**config.mk**
```make
export PLATFORM = sky130hd
export DESIGN_NAME = aes_stream_source
export DESIGN_NICKNAME = d
export VERILOG_FILES = /design/src/rtl/aes_package.sv /design/src/rtl/aes_stream_fifo.sv /design/src/rtl/aes_stream_source.sv
export SDC_FILE = /design/constraint.sdc
export NUM_CORES = 1
export LEC_CHECK = 0
export ABC_AREA = 1
export CORE_MARGIN = 2
export CORE_UTILIZATION = 50
export CTS_BUF_LIST = sky130_fd_sc_hd__clkbuf_16
export DETAILED_ROUTE_END_ITERATION = 8
export PLACE_DENSITY_LB_ADDON = 0.25
export REMOVE_ABC_BUFFERS = 1
export SKIP_LAST_GASP = 1
export SLEW_MARGIN = 20
export SYNTH_ARGS = -nofsm -noshare
export SYNTH_HDL_FRONTEND = slang
export SYNTH_HIERARCHICAL = 1
export SYNTH_SLANG_ARGS = --single-unit
export TNS_END_PERCENT = 20
```
**constraint.sdc**
```tcl
create_clock -name clk_i -period 5.05 [get_ports clk_i]
set_input_delay 0.7575 -clock clk_i [delete_from_list [all_inputs] [get_ports clk_i]]
set_output_delay 0.7575 -clock clk_i [all_outputs]
set_load 0.02 [all_outputs]
```
**src/rtl/aes_package.sv**
```systemverilog
// Shared state encoding, default widths and address constants for the AES
// stream source and its response buffer.
package aes_package;

   localparam int unsigned AES_DATA_WIDTH_DEF = 32;
   localparam int unsigned AES_FIFO_DEPTH_DEF = 4;
   localparam int unsigned AES_SIZE_WIDTH_DEF = 16;
   localparam int unsigned AES_ADDR_WIDTH     = 32;

   localparam logic [31:0] AES_ADDR_STRIDE     = 32'd4;
   localparam logic [31:0] AES_ADDR_ALIGN_MASK = 32'hFFFF_FFFC;

   typedef enum logic [1:0] {
      ST_IDLE  = 2'd0,
      ST_ISSUE = 2'd1,
      ST_DRAIN = 2'd2
   } aes_src_state_e;

   // Byte address of word idx of a transfer; wraps modulo 2^32 by construction.
   function automatic logic [31:0] aes_word_addr(input logic [31:0] base,
                                                 input logic [31:0] idx);
      return base + (idx * AES_ADDR_STRIDE);
   endfunction

endpackage

```
**src/rtl/aes_stream_fifo.sv**
```systemverilog
// Synchronous response buffer for aes_stream_source: power-of-two depth,
// simultaneous push/pop legal when full or empty, head visible without bypass.
module aes_stream_fifo
   import aes_package::*;
#(
   parameter int unsigned DATA_WIDTH = AES_DATA_WIDTH_DEF,
   parameter int unsigned DEPTH      = AES_FIFO_DEPTH_DEF
) (
   input  logic                  clk_i,
   input  logic                  rst_i,
   input  logic                  flush_i,
   input  logic                  push_i,
   input  logic [DATA_WIDTH-1:0] push_data_i,
   input  logic                  pop_i,
   output logic                  empty_o,
   output logic [DATA_WIDTH-1:0] head_o
);

   localparam int unsigned PTR_W = $clog2(DEPTH);
   localparam logic [PTR_W:0] DEPTH_C = (PTR_W + 1)'(DEPTH);

   logic [DATA_WIDTH-1:0] mem_r [DEPTH];
   logic [PTR_W-1:0]      wr_ptr_r;
   logic [PTR_W-1:0]      rd_ptr_r;
   logic [PTR_W:0]        count_r;
   logic                  do_pop_s;
   logic                  do_push_s;

   assign do_pop_s  = pop_i & (count_r != {(PTR_W + 1){1'b0}});
   assign do_push_s = push_i & ((count_r != DEPTH_C) | do_pop_s);
   assign empty_o   = (count_r == {(PTR_W + 1){1'b0}});
   assign head_o    = mem_r[rd_ptr_r];

   // Storage, pointers and occupancy; flush empties without touching storage.
   always_ff @(posedge clk_i) begin
      if (rst_i) begin
         wr_ptr_r <= {PTR_W{1'b0}};
         rd_ptr_r <= {PTR_W{1'b0}};
         count_r  <= {(PTR_W + 1){1'b0}};
         for (int i = 0; i < int'(DEPTH); i++) begin
            mem_r[i] <= {DATA_WIDTH{1'b0}};
         end
      end else if (flush_i) begin
         wr_ptr_r <= {PTR_W{1'b0}};
         rd_ptr_r <= {PTR_W{1'b0}};
         count_r  <= {(PTR_W + 1){1'b0}};
      end else begin
         if (do_push_s) begin
            mem_r[wr_ptr_r] <= push_data_i;
            wr_ptr_r        <= wr_ptr_r + 1'b1;
         end
         if (do_pop_s) begin
            rd_ptr_r <= rd_ptr_r + 1'b1;
         end
         count_r <= count_r + (PTR_W + 1)'(do_push_s) - (PTR_W + 1)'(do_pop_s);
      end
   end

endmodule

```
**src/rtl/aes_stream_source.sv**
```systemverilog
// Reads trans_size words from memory starting at base and streams them out
// over valid/ready, with credit-limited request issue into a small buffer.
// Optional: AES_STREAM_SOURCE_ALIGN_CHECK_EN rejects misaligned base addresses.
module aes_stream_source
   import aes_package::*;
#(
   parameter int unsigned DATA_WIDTH = AES_DATA_WIDTH_DEF,
   parameter int unsigned FIFO_DEPTH = AES_FIFO_DEPTH_DEF,
   parameter int unsigned SIZE_WIDTH = AES_SIZE_WIDTH_DEF
) (
   input  logic                      clk_i,
   input  logic                      rst_i,
   input  logic                      clear_i,
   input  logic                      req_start_i,
   output logic                      ready_start_o,
   input  logic [AES_ADDR_WIDTH-1:0] base_addr_i,
   input  logic [SIZE_WIDTH-1:0]     trans_size_i,
   output logic                      mem_req_o,
   input  logic                      mem_gnt_i,
   output logic [AES_ADDR_WIDTH-1:0] mem_addr_o,
   input  logic                      mem_r_valid_i,
   input  logic [DATA_WIDTH-1:0]     mem_r_data_i,
   output logic                      valid_o,
   input  logic                      ready_i,
   output logic [DATA_WIDTH-1:0]     data_o,
   output logic                      done_o
);

   localparam int unsigned CREDIT_W = $clog2(FIFO_DEPTH) + 1;
   localparam logic [CREDIT_W-1:0] CREDIT_DEPTH = CREDIT_W'(FIFO_DEPTH);

   aes_src_state_e            state_r, state_nxt_s;
   logic [31:0]               base_r, base_nxt_s;
   logic [SIZE_WIDTH-1:0]     size_r, size_nxt_s;
   logic [SIZE_WIDTH-1:0]     issued_r, issued_nxt_s;
   logic [SIZE_WIDTH-1:0]     popped_r, popped_nxt_s;
   // Words granted but not yet popped: outstanding reads plus buffer occupancy.
   logic [CREDIT_W-1:0]       in_flight_r, in_flight_nxt_s;
   logic                      mem_req_r, mem_req_nxt_s;
   logic [31:0]               mem_addr_r, mem_addr_nxt_s;
   logic                      start_done_r, start_done_nxt_s;
   logic                      discard_r;
   logic                      abort_s;
   logic                      grant_s;
   logic                      pop_s;
   logic                      push_s;
   logic                      last_pop_s;
   logic                      misalign_s;
   logic                      fifo_empty_s;
   logic [DATA_WIDTH-1:0]     fifo_head_s;

`ifdef AES_STREAM_SOURCE_ALIGN_CHECK_EN
   assign misalign_s = (base_addr_i[1:0] != 2'b00);
`else
   assign misalign_s = 1'b0;
`endif

   assign abort_s = rst_i | clear_i;
   assign grant_s = mem_req_r & mem_gnt_i;
   assign pop_s   = ~fifo_empty_s & ready_i;
   // A response in the cycle after an abort belongs to the aborted transfer.
   assign push_s  = mem_r_valid_i & ~discard_r;

   aes_stream_fifo #(
      .DATA_WIDTH (DATA_WIDTH),
      .DEPTH      (FIFO_DEPTH)
   ) u_fifo (
      .clk_i       (clk_i),
      .rst_i       (rst_i),
      .flush_i     (clear_i),
      .push_i      (push_s),
      .push_data_i (mem_r_data_i),
      .pop_i       (pop_s),
      .empty_o     (fifo_empty_s),
      .head_o      (fifo_head_s)
   );

   // Next-state, counter and registered-output computation.
   always_comb begin
      state_nxt_s      = state_r;
      base_nxt_s       = base_r;
      size_nxt_s       = size_r;
      issued_nxt_s     = issued_r;
      popped_nxt_s     = popped_r;
      in_flight_nxt_s  = in_flight_r;
      start_done_nxt_s = 1'b0;
      last_pop_s       = 1'b0;

      if (abort_s) begin
         state_nxt_s     = ST_IDLE;
         issued_nxt_s    = {SIZE_WIDTH{1'b0}};
         popped_nxt_s    = {SIZE_WIDTH{1'b0}};
         in_flight_nxt_s = {CREDIT_W{1'b0}};
      end else begin
         case (state_r)
            ST_IDLE: begin
               if (req_start_i) begin
                  base_nxt_s      = base_addr_i & AES_ADDR_ALIGN_MASK;
                  size_nxt_s      = trans_size_i;
                  issued_nxt_s    = {SIZE_WIDTH{1'b0}};
                  popped_nxt_s    = {SIZE_WIDTH{1'b0}};
                  in_flight_nxt_s = {CREDIT_W{1'b0}};
                  if (misalign_s || (trans_size_i == {SIZE_WIDTH{1'b0}})) begin
                     start_done_nxt_s = 1'b1;
                  end else begin
                     state_nxt_s = ST_ISSUE;
                  end
               end else begin
                  start_done_nxt_s = 1'b0;
               end
            end
            ST_ISSUE: begin
               issued_nxt_s    = issued_r + SIZE_WIDTH'(grant_s);
               popped_nxt_s    = popped_r + SIZE_WIDTH'(pop_s);
               in_flight_nxt_s = in_flight_r + CREDIT_W'(grant_s) - CREDIT_W'(pop_s);
               if (grant_s && (issued_nxt_s == size_r)) begin
                  state_nxt_s = ST_DRAIN;
               end else begin
                  state_nxt_s = ST_ISSUE;
               end
            end
            ST_DRAIN: begin
               popped_nxt_s    = popped_r + SIZE_WIDTH'(pop_s);
               in_flight_nxt_s = in_flight_r - CREDIT_W'(pop_s);
               if (pop_s && (popped_nxt_s == size_r)) begin
                  last_pop_s  = 1'b1;
                  state_nxt_s = ST_IDLE;
               end else begin
                  state_nxt_s = ST_DRAIN;
               end
            end
            default: begin
               state_nxt_s = ST_IDLE;
            end
         endcase
      end

      // Credits only shrink while a request waits, so an ungranted request stays up.
      mem_req_nxt_s = (state_nxt_s == ST_ISSUE) && (issued_nxt_s < size_nxt_s) &&
                      (in_flight_nxt_s < CREDIT_DEPTH);
      if (mem_req_nxt_s) begin
         mem_addr_nxt_s = aes_word_addr(base_nxt_s, 32'(issued_nxt_s));
      end else begin
         mem_addr_nxt_s = 32'h0000_0000;
      end
   end

   // State, counters and registered outputs.
   always_ff @(posedge clk_i) begin
      if (rst_i) begin
         state_r      <= ST_IDLE;
         base_r       <= 32'h0000_0000;
         size_r       <= {SIZE_WIDTH{1'b0}};
         issued_r     <= {SIZE_WIDTH{1'b0}};
         popped_r     <= {SIZE_WIDTH{1'b0}};
         in_flight_r  <= {CREDIT_W{1'b0}};
         mem_req_r    <= 1'b0;
         mem_addr_r   <= 32'h0000_0000;
         start_done_r <= 1'b0;
         discard_r    <= 1'b1;
      end else begin
         state_r      <= state_nxt_s;
         base_r       <= base_nxt_s;
         size_r       <= size_nxt_s;
         issued_r     <= issued_nxt_s;
         popped_r     <= popped_nxt_s;
         in_flight_r  <= in_flight_nxt_s;
         mem_req_r    <= mem_req_nxt_s;
         mem_addr_r   <= mem_addr_nxt_s;
         start_done_r <= start_done_nxt_s;
         discard_r    <= clear_i;
      end
   end

   assign ready_start_o = (state_r == ST_IDLE);
   assign mem_req_o     = mem_req_r;
   assign mem_addr_o    = mem_addr_r;
   assign valid_o       = ~fifo_empty_s;
   assign data_o        = fifo_head_s;
   assign done_o        = (start_done_r | last_pop_s) & ~abort_s;

endmodule

```
==> impl_summary.txt <==
----------------------------------------------------
[Status]
  Outcome ... finished clean

[Detailed routing]
  Avg WL per Cell ... 16.1 um
  DRT Wirelength ... 35100 um
  Router iterations before antenna repair ... 5
  Number of nets with antenna violations after routing ... 0
  Remaining DRCs ... 0
  Vias per Instance ... 5.33
  Initial DRC count ... 941
  Routed vias ... 11633

[Finish]
  Area growth from synthesis to layout ... 19.7%
  Antenna Diode Count ... 0
  Fraction of layout cells with a size suffix above 1 ... 0.0841
  Leading cell type in the layout, fill and taps excluded ... nand2_1
  Final non-filler cell total ... 2183
  Most frequent cells in the layout ... nand2_1, nor2_1, inv_1
  Final net count ... 1955

[Logic synthesis]
  Avg Inst Size Synth ... 8.01 sq um
  Share of flip-flops with an asynchronous set or reset after synthesis ... 0
  Compound-cell area share of the yosys netlist ... 0.0996
  Number of library cell types mapped by synthesis ... 50
  Mux cell area share after synthesis ... 0.00668
  Leading area contributor after synthesis ... edfxtp_1
  Post-Synth Adder-Cell Area ... 0.0462
  Simple-gate area share of the yosys netlist ... 0.280
  Top_reg_cell synth ... dfxtp_1
  Cells after Synth ... 1684
  Post-Synth XOR/XNOR Area ... 0.0156
  Sequential share of the synthesized area ... 0.476
  EDFF count, synth ... 128
  Dominant combinational cell family by area after synthesis ... simple AND/OR/NAND/NOR gates
  Flip-flop and latch count after synthesis ... 257
  Yosys warns ... 6
  Top cell type's share of synthesized area ... 0.285
  Synth Cell Area ... 0.0135 sq mm
  Most area-consuming cells after synthesis ... edfxtp_1, dfxtp_1, nand2_1

[Timing]
  Setup Skew ... 0.0174 ns
  Final slew viol count ... 0
  Rel. slew slack ... 0.305
  Final-report hold violation count ... 0
  PnR worst setup slack ... 0.536 ns
  Final Setup Violations ... 0
  Final Critical Period ... 4.51 ns
  Fin crit share ... 0.894
  Setup repair after global routing missed its margin ... false
  Max Clock Freq ... 0.222 GHz
  Total negative slack for setup checks ... 0 ns
  Tightest Pin Transition ... 1.04 ns

[Setup path]
  Critical path's slowest cell ... clkdlybuf4s50_1
  Startpoint kind of the worst setup timing path ... flop
  Number of cells on the worst reg-to-reg path ... 16
  Required time at the endpoint of the critical path ... 4.29 ns
  Critical path peak fanout ... 5
  Top delay family on crit path ... simple AND/OR/NAND/NOR gates
  Number of cells on the critical path ... 22
  Biggest cell delay along the critical path ... 0.60 ns
  Crit path kind ... reg -> out
  Data arrival at the endpoint of the critical path ... 3.76 ns
  Worst R2R End ... mem_addr_o[10]
  Startpoint of the most critical register-to-register path ... state_r[0]
  Slack of the worst reg-to-reg path ... 1.31 ns
  Crit path cell chain ... inv_1, nand3_1, inv_1, inv_1, nand2_1, inv_1, ha_1, nand3_2, nor2_4, nand2_4, nor2_4, nand2_1, nand2_1, nor2_1, nor2_1, nand2_1, nor2_1, nand3_1, nor2_1, nor2_1, nor2_1, clkdlybuf4s50_1
  Most frequent cell on the critical path ... nor2_1
  Critical Path End Type ... primary output
  Crit path buffers/inverters ... 5

[Placed design]
  Setup slack at placement ... 0.484 ns
  Count of buffers inserted at the top-level ports ... 152
  Final weighted congestion in routability-driven placement ... 0.928
  # placed instances ... 2131
  HPWL after detailed placement ... 24200 um

[Min path]
  Hold path startpoint ... in_flight_r[1]
  End point of the worst hold path ... in_flight_r[1]
  Instance count along the most critical hold path ... 2
  Worst hold path class ... reg -> reg

[Clock tree]
  Later-pin clock latency in the skew report ... 0.55 ns
  CTS buffer count ... 28
  Clock tree root driver cell ... clkbuf_16
  CTS-repair resized insts ... 0
  CTS max path bufs ... 3
  Clock transition at the registers of the reported paths ... 0.06 ns
  Number of buffers inserted to repair setup after CTS ... 0
  Sink Count ... 257
  Htree depth ... 1
  Clock tree from TritonCTS ... yes
  # hold bufs at CTS ... 0

[Floorplanning]
  Number of standard-cell rows in the floorplan ... 60
  Core region area ... 0.0267 sq mm
  Die X ... 168 um
  Initial Utilization ... 0.505
  Boundary Pins ... 155
  Full die area ... 0.0283 sq mm
  Vertical die dimension ... 168 um

[Global routing]
  Initial antenna violation count ... 0
  Global-route wire length before repair ... 55500 um
  Maximum number of pins on one net before global-route repair ... 65
  Vias in the first global route ... 11147
  Congestion Overflow GR ... 0
  Overall Global Routing Usage ... 0.244

[Pwr]
  Power density over the cells ... 287 mW/mm^2
  Total leakage power ... 6.85 nW
  Pwr Total ... 0.00464 W
  Largest voltage drop on the vdd net ... 0.000275 V

[Job]
  Number of violations of the max-capacitance limit ... 0

----------------------------------------------------
==> flip-flops by register name, summed over array words and instances (netlist names), 2 cells and up, named ones only <==
name and count:
mem_addr_o 32, state_r 2, u_fifo/mem_r 128, size_r 16, u_fifo/rd_ptr_r 2, in_flight_r 3, popped_r 16, u_fifo/count_r 3
u_fifo/wr_ptr_r 2, base_r 32, issued_r 16
==> area by class of cell <==
class,instances,area [sq um]
fill,2399,10600
sequential,257,6430
multi-input combinational,1177,6040
timing repair buffer,172,1680
clock buffer,28,701
inverter,184,691
tap,341,427
clock inverter,24,184
==> per-stage QoR <==
stage	hold slack, ns	utilization	instance area, sq um
after global routing	0.493	0.604	16200
after global placement	0.454	0.571	15300
after CTS	0.472	0.604	16200
after floorplan	0.442	-	13200
after detailed placement	0.457	0.571	15300
final	0.470	0.604	16200
==> tightest hold or removal path, delay by kind of cell, from the launching register on <==
kind,cells,cell delay (ns)
compound gates,1,0.05
flops,1,0.31
simple gates,1,0.06
==> how the worst max path moves through the flow <==
stage	start	endpoint	slack, ns
after global placement	mem_gnt_i	mem_addr_o[21]	0.54
after detailed placement	mem_gnt_i	mem_addr_o[19]	0.48
after CTS	u_fifo/count_r[1]	done_o	0.52
after floorplan	mem_r_valid_i	u_fifo/mem_r[0][0]	0.36
final	u_fifo/count_r[1]	done_o	0.54
after global routing	u_fifo/count_r[1]	done_o	0.22
==> cells in the mapped netlist, types with 2 or more instances <==
cell type	instances
nand2_1	297
nor2_1	283
inv_1	179
dfxtp_1	129
edfxtp_1	128
o21ai_0	116
nand3_1	92
a21oi_1	71
nor3_1	66
ha_1	45
o22ai_1	35
clkbuf_1	31
nor2_2	25
or2_2	25
buf_2	19
xor2_1	19
nand4_1	18
nand2_2	11
mux2i_1	9
nor2_4	9
buf_6	7
buf_1	6
nand3_2	6
inv_2	5
xnor2_1	5
and2_1	4
nand3b_1	4
a31oi_1	3
buf_4	3
fa_1	3
nand2_4	3
nor4_1	3
o211ai_1	3
o21ai_1	3
o21bai_1	3
a21o_1	2
==> power breakdown <==
| part | switching (W) | internal (W) | leakage (nW) |
|---|---|---|---|
| sequential | 0.0000208 | 0.00225 | 2.37 |
| clock | 0.000843 | 0.00111 | 0.445 |
| combinational | 0.000249 | 0.000161 | 4.03 |
==> metal layers <==
layer | global-route usage | wire, um
met1 | 0.307 | 14800
met2 | 0.438 | 17300
met3 | 0.0296 | 2030
met4 | 0.0738 | 940
met5 | 0 | 0
==> cell families (layout without fill, tap and decap cells) <==
logic type / Yosys count / in the layout
AO/OA/AOI/OAI: 247 / 247
buffers and inverters: 250 / 408
AND/OR/NAND/NOR: 849 / 849
adder cells (fa/ha/maj): 48 / 48
XOR/XNOR: 24 / 24
flip-flops: 257 / 257
multiplexers: 9 / 9
Power figures use the tool's default switching activity.
